**config.mk**
```make
export PLATFORM = sky130hd
export DESIGN_NAME = rx_buffer
export DESIGN_NICKNAME = d
export VERILOG_FILES = /design/src/rtl/rx_buffer.sv
export SDC_FILE = /design/constraint.sdc
export NUM_CORES = 1
export LEC_CHECK = 0
export ABC_AREA = 1
export BUFFER_PORTS_ARGS = -buffer_cell sky130_fd_sc_hd__buf_2
export CORE_MARGIN = 2
export CORE_UTILIZATION = 45
export CTS_CLUSTER_DIAMETER = 100
export CTS_CLUSTER_SIZE = 10
export DETAILED_ROUTE_END_ITERATION = 16
export GPL_TIMING_DRIVEN = 0
export PLACE_DENSITY_LB_ADDON = 0.1
export SLEW_MARGIN = 0
export SYNTH_ARGS = -nofsm -noshare
export SYNTH_HDL_FRONTEND = slang
export SYNTH_SLANG_ARGS = --single-unit
```
**constraint.sdc**
```tcl
create_clock -name clk -period 2.6 [get_ports clk]
set_clock_uncertainty 0.2 [all_clocks]
set_input_delay 0.52 -clock clk [delete_from_list [all_inputs] [get_ports clk]]
set_output_delay 0.52 -clock clk [all_outputs]
set_load 0.01 [all_outputs]
```
**src/rtl/rx_buffer.sv**
```systemverilog
// rx_buffer: 4-phase UART receive handshake feeding a show-ahead byte FIFO.
// Ports: clk, Reset (sync, active-high); receiver side Receive/Dout/parityErr
//        in, Received out; consumer side pop/clr_ovf in, rd_data/rd_perr,
//        empty/full/count, sticky overflow and saturating err_count out.
module rx_buffer #(
    parameter int DEPTH     = 8,
    parameter bit DROP_PERR = 1'b0,
    localparam int AW = (DEPTH > 1) ? $clog2(DEPTH) : 1,
    localparam int CW = AW + 1
) (
    input  logic          clk,
    input  logic          Reset,
    input  logic          Receive,
    input  logic [7:0]    Dout,
    input  logic          parityErr,
    output logic          Received,
    input  logic          pop,
    input  logic          clr_ovf,
    output logic [7:0]    rd_data,
    output logic          rd_perr,
    output logic          empty,
    output logic          full,
    output logic [CW-1:0] count,
    output logic          overflow,
    output logic [7:0]    err_count
);

    typedef enum logic [1:0] {
        ARM  = 2'd0,
        IDLE = 2'd1,
        ACK  = 2'd2
    } state_t;

    state_t state, state_nxt;
    logic   capture;

    logic [8:0]    mem [DEPTH];
    logic [AW-1:0] wr_ptr;
    logic [AW-1:0] rd_ptr;
    logic [8:0]    head;

    logic drop;
    logic pop_ok;
    logic wr_en;
    logic ovf_evt;

    // ARM waits for Receive low so a phase that straddles reset
    // is never captured a second time.
    always_comb begin
        state_nxt = state;
        capture   = 1'b0;
        unique case (state)
            ARM: begin
                if (!Receive) state_nxt = IDLE;
            end
            IDLE: begin
                if (Receive) begin
                    capture   = 1'b1;
                    state_nxt = ACK;
                end
            end
            ACK: begin
                if (!Receive) state_nxt = IDLE;
            end
            default: state_nxt = ARM;
        endcase
    end

    always_ff @(posedge clk) begin
        if (Reset) state <= ARM;
        else       state <= state_nxt;
    end

    // Acknowledge comes straight from the state flop.
    assign Received = (state == ACK);

    assign empty   = (count == '0);
    assign full    = (count == CW'(DEPTH));
    assign pop_ok  = pop && !empty;
    assign drop    = DROP_PERR && parityErr;
    // A full FIFO still accepts the byte when the head leaves this cycle.
    assign wr_en   = capture && !drop && (!full || pop_ok);
    assign ovf_evt = capture && !drop && full && !pop_ok;

    always_ff @(posedge clk) begin
        if (Reset) begin
            wr_ptr    <= '0;
            rd_ptr    <= '0;
            count     <= '0;
            overflow  <= 1'b0;
            err_count <= 8'd0;
        end else begin
            if (wr_en)  wr_ptr <= wr_ptr + AW'(1);
            if (pop_ok) rd_ptr <= rd_ptr + AW'(1);
            if (wr_en && !pop_ok)      count <= count + CW'(1);
            else if (!wr_en && pop_ok) count <= count - CW'(1);
            // A fresh loss wins over a same-cycle clear.
            if (ovf_evt)      overflow <= 1'b1;
            else if (clr_ovf) overflow <= 1'b0;
            if (capture && parityErr && (err_count != 8'hFF))
                err_count <= err_count + 8'd1;
        end
    end

    // Storage holds no reset; empty masks whatever it contains.
    always_ff @(posedge clk) begin
        if (wr_en) mem[wr_ptr] <= {parityErr, Dout};
    end

    assign head    = mem[rd_ptr];
    assign rd_data = empty ? 8'd0 : head[7:0];
    assign rd_perr = empty ? 1'b0 : head[8];

endmodule

```
==> results of run 1 <==
==> logic make-up after synthesis <==
kind of cell	share of synthesized area (%)
DFF	61.1
AOI/OAI and AO/OA	4.37
adders and majority gates	2.20
buffers and inverters	6.63
xor gates and xnor gates	0.811
and+or+nand+nor	24.8
==> layout make-up <==
class	instances	area share, %
timing repair buffer	38	3.91
buffer	14	1.98
sequential	96	54.3
tap	129	3.32
antenna	1	0.0514
clock inverter	7	1.11
clock buffer	9	2.54
inverter	52	4.03
multi-input combinational	297	28.8
==> power groups by stage <==
stage	Clock (uW)	Combinational, uW	Sequential, uW
detailed placement	0	1330	1800
finish	908	1340	1770
CTS	927	1330	1770
global route	997	1510	1780
floorplan	0	862	1810
global placement	0	1310	1800
==> metal layers <==
layer  up-vias  GRT usage, %
li1       1585             -
met5         -             0
met2        81          32.4
met3         8          2.94
met4         0          7.69
met1      1452          25.1
==> final timing paths <==
kind                               from                     to  slack, ps  cells after the start
hold / removal                  clr_ovf  overflow$_SDFFE_PP0P_        210                      4
hold reg to reg   overflow$_SDFFE_PP0P_  overflow$_SDFFE_PP0P_        270                      2
setup / recovery                   flop             rd_data[0]        140                      8
setup reg to reg  count[0]$_SDFFE_PP0P_  count[3]$_SDFFE_PP0P_        190                     12
==> critical path: stages, from the launching register on <==
cell     delay [ps]
dfxtp_1         310
buf_6           130
inv_2           180
buf_4           220
o21ai_0         110
nand2_1         100
nor2_1           50
nor2_1          120
buf_2           150
==> cell usage after synthesis (all sizes together) <==
library cell | instances | area (um^2)
nor3 | 1 | 5.00
o21ai | 22 | 110
nor2 | 106 | 418
a21oi | 15 | 78.8
clkbuf | 2 | 8.75
xor2 | 4 | 35.0
nand3 | 35 | 193
nand3b | 4 | 30.0
inv | 50 | 188
buf | 12 | 81.3
clkinv | 2 | 8.75
or2 | 2 | 15.0
dfxtp | 24 | 480
ha | 6 | 75.1
nand4 | 3 | 25.0
edfxtp | 72 | 2160
nand2 | 98 | 388
fa | 1 | 20.0
==> metrics by stage <==
step | setup WS (ps) | instances | hold slack (ps) | area, um^2 | power (uW)
6_report | 136 | 643 | 207 | 4870 | 4010
5_1_grt | 15.7 | 643 | 204 | 4870 | 4290
4_1_cts | 13.0 | 642 | 202 | 4850 | 4030
3_5_place_dp | -11.5 | 626 | 263 | 4670 | 3130
3_3_place_gp | 8.78 | 626 | 250 | 4670 | 3110
2_1_floorplan | 326 | 459 | 258 | 4320 | 2670
==> flip-flops by register name, summed over array words and instances, names as in the netlist, named ones only <==
register   flops
mem           72
overflow       1
err_count      8
wr_ptr         3
count          4
rd_ptr         3
state          2
==> what timing repair did <==
action                                  4_1_cts  5_1_grt
endpoints found under the setup margin        1       10
resized for setup                             1        7
gates cloned                                  0        0
==> metrics.txt, run 1 <==
status=complete, no violations; sum of routed wire length over all layers=9.41 mm; Starting Density=46.5%; unrepaired setup endpoints after global routing=false; io pins=39; total setup violations reported at the end of the flow=0; footprint of the flip-flops and latches=2640 um^2; portion of total power attributed to sequential cells=44.1%; worst relative slew slack=27.0%; final cell utilization of the core=52.4%; Core Footprint=9280 um^2; die outline area=10,400 um^2; Mapped Avg Cell Area=9.42 um^2; Post-Synthesis Cells=459; layout overhead on the synthesized area=12.7%; final-layout fill cell count=902; Pins Over Slew Limit=0; pin count of the biggest net entering global routing=18; kind of path behind the tightest hold check=input pin to flop; critical path endpoint category=output port; count of vias placed by the detailed router=3,126; TritonCTS clock tree=built; Seq cells post-synth=96; crit path kind=flop to output port; highest metal used=met4; Cell Pwr Density=825 nW/um^2; Root Buffer=clkbuf_8; part of the power in combinational logic=33.3%; library cells used by synthesis=34; all-layer global routing usage=19.3%; Vert. Die Dim=102 um; met3 routed WL=472 um; most frequent cells in the layout=nor2_1, nand2_1, edfxtp_1; most frequent standard cell in the layout excluding fill and tap cells=nor2_1; final estimated routing congestion in global placement=0.806; number of max-cap violations=0; average routed wire per standard cell=14.6 um; iteration-0 DRC count of the detailed router=144; first-pass GRT wire length=14.8 mm; required time reported for the critical path endpoint=1880 ps; Max Buffers Root-to-Sink=2; ratio of final minimum period to clock period=94.8%; Clock H-tree levels=3; syn_nets=480; multi-input combinational cell area=1400 um^2; number of global-route vias before repair=2,846; post-detailed-placement half-perimeter wirelength=6.31 mm; clock buffers created by TritonCTS=9; final setup TNS=0 ps; time the final worst path needs with I/O delays and setup=2460 ps; number of warnings printed during yosys synthesis=0; Worst-Margin Slew=1090 ps; f_max=0.406 GHz; Antenna Nets Post-Route=0; number of buffers inserted by port buffering=38; Avg Vias per Cell=4.86; hold-fix buffer count after cts=0; remaining global-route overflow=0; netlist area before placement=4320 um^2; first drt pass iteration count=5; fraction of layout instances using a drive strength above 1=16.2%; setup fix buffers added after clock tree synthesis=0; Critical Path Fanout Max=10; startpoint types=flop; number of antenna violations at the first check in global routing=1; CP arrival=1740 ps; number of endpoints with negative hold slack in the final report=0; number of clock sinks seen by CTS=96; reported leakage power=0.00206 uW; total length of routed met2 wires=4.63 mm; switch share=36.6%; metal1 wirelength=4.20 mm; Die Width=102 um; switching component of the power=1470 uW; Core Rows=35; number of DRC violations after detailed routing=0; nets@finish=529; IR drop worst, VDD=0.471 mV; clock latency of the later-clocked register in the worst-skew pair=360 ps; proportion of synthesized chip area in sequential cells=61.1%; cell internal power dissipation=2550 uW; clock transition at the registers of the reported paths=90 ps; share of power burned in the clock network=22.6%
(Power assumes the default switching activity.)
==> run 2, diff against run 1 <==
ABC_CLOCK_PERIOD_IN_PS = 2800   (was not set)
clock period = 2.8 ns   (was 2.6 ns; I/O delays follow)
==> metrics.txt, run 2 (same netlist as run 1, synthesis figures left out) <==
critical path endpoint category=output port; io pins=39; pin count of the biggest net entering global routing=18; layout overhead on the synthesized area=12.3%; final setup TNS=0 ps; final-layout fill cell count=901; Post-Place Worst Slack=148 ps; summed area of non-filler cells in the final layout=4850 um^2; setup fix buffers added after clock tree synthesis=0; number of antenna violations at the first check in global routing=1; sum of routed wire length over all layers=9.43 mm; TritonCTS clock tree=built; clock transition at the registers of the reported paths=90 ps; count of vias placed by the detailed router=3,115; time the final worst path needs with I/O delays and setup=2630 ps; number of endpoints with negative hold slack in the final report=0; startpoint types=flop; Cell Pwr Density=764 nW/um^2; most frequent cells in the layout=nor2_1, nand2_1, edfxtp_1; number of buffers inserted by port buffering=38; Starting Density=46.5%; post-detailed-placement half-perimeter wirelength=6.31 mm; kind of path behind the tightest hold check=input pin to flop; unrepaired setup endpoints after global routing=false; largest register by flop count=mem; average routed wire per standard cell=14.7 um; number of global-route vias before repair=2,846; Overall Power=3710 uW; cell count after placement=626; clock latency of the later-clocked register in the worst-skew pair=360 ps; Core Rows=35; Critical Path Fanout Max=10; hold-fix buffer count after cts=0; multi-input combinational cell area=1390 um^2; final estimated routing congestion in global placement=0.806; worst setup slack after layout=169 ps; Clock H-tree levels=3; first-pass GRT wire length=14.8 mm; Pins Over Slew Limit=0; iteration-0 DRC count of the detailed router=141; remaining global-route overflow=0; fraction of layout instances using a drive strength above 1=16.2%; total setup violations reported at the end of the flow=0; number of flip-flops in the largest register=72; worst relative slew slack=31.3%; CP arrival=1870 ps; footprint of the flip-flops and latches=2640 um^2; Post-Place Cell Area=4670 um^2; Vert. Die Dim=102 um; Root Buffer=clkbuf_8; Antenna Nets Post-Route=0; IR drop worst, VDD=0.425 mV; post-layout instance count excluding filler cells=643; Die Width=102 um; ratio of final minimum period to clock period=94.0%; crit path kind=flop to output port; number of DRC violations after detailed routing=0; Worst-Margin Slew=1030 ps; all-layer global routing usage=19.3%; f_max=0.380 GHz; die outline area=10,400 um^2; nets@finish=529; status=complete, no violations; leading registers by flop count=mem x72, err_count x8, count x4; number of clock sinks seen by CTS=96; first drt pass iteration count=5; total of cells resized after clock tree synthesis=0; reported leakage power=0.00205 uW; number of max-cap violations=0; Max Buffers Root-to-Sink=2; Core Footprint=9280 um^2; clock buffers created by TritonCTS=9; required time reported for the critical path endpoint=2040 ps; Avg Vias per Cell=4.84; most frequent standard cell in the layout excluding fill and tap cells=nor2_1
[run 2: power by group]
part	internal (uW)	switching [uW]	total (uW)
Sequential	1580	56.9	1640
Combinational	434	787	1220
Clock	333	514	846
Total	2350	1360	3710
[run 2: area by class of cell]
| type | instances | area share, % |
|---|---|---|
| diodes | 1 | 0.0515 |
| plain buffers | 14 | 1.88 |
| clock buffers | 9 | 2.55 |
| clock inverters | 7 | 1.11 |
| inverters | 52 | 4.05 |
| multi-input cells | 297 | 28.7 |
| flip-flops and latches | 96 | 54.4 |
| well taps | 129 | 3.32 |
| repair buffers | 38 | 3.92 |
[run 2: routing by layer]
| layer | wire length [um] | GRT usage (%) |
|---|---|---|
| met1 | 4240 | 25.1 |
| met2 | 4650 | 32.4 |
| met3 | 433 | 2.94 |
| met4 | 107 | 7.69 |
| met5 | 0 | 0 |
[run 2: final timing paths]
path / cells past startpoint / to / slack, ps / start
max: 8 / rd_data[2] / 170 / flop
max reg2reg: 12 / count[3]$_SDFFE_PP0P_ / 370 / count[0]$_SDFFE_PP0P_
min reg2reg: 2 / overflow$_SDFFE_PP0P_ / 270 / overflow$_SDFFE_PP0P_
min: 4 / overflow$_SDFFE_PP0P_ / 250 / clr_ovf
[run 2: worst max-delay path, stage by stage, from the launching register on]
cell      delay [ps]
dfxtp_1          310
buf_6            140
inv_2            190
clkbuf_2         280
o21ai_0          140
nand2_1           70
nor2_1            50
nor2_1           170
buf_2            170
[run 2: per-stage QoR]
stage	utilization (%)	hold slack (ps)
global route	52.3	244
finish	52.3	248
floorplan	-	258
CTS	52.3	242
global placement	50.3	250
detailed placement	50.3	263
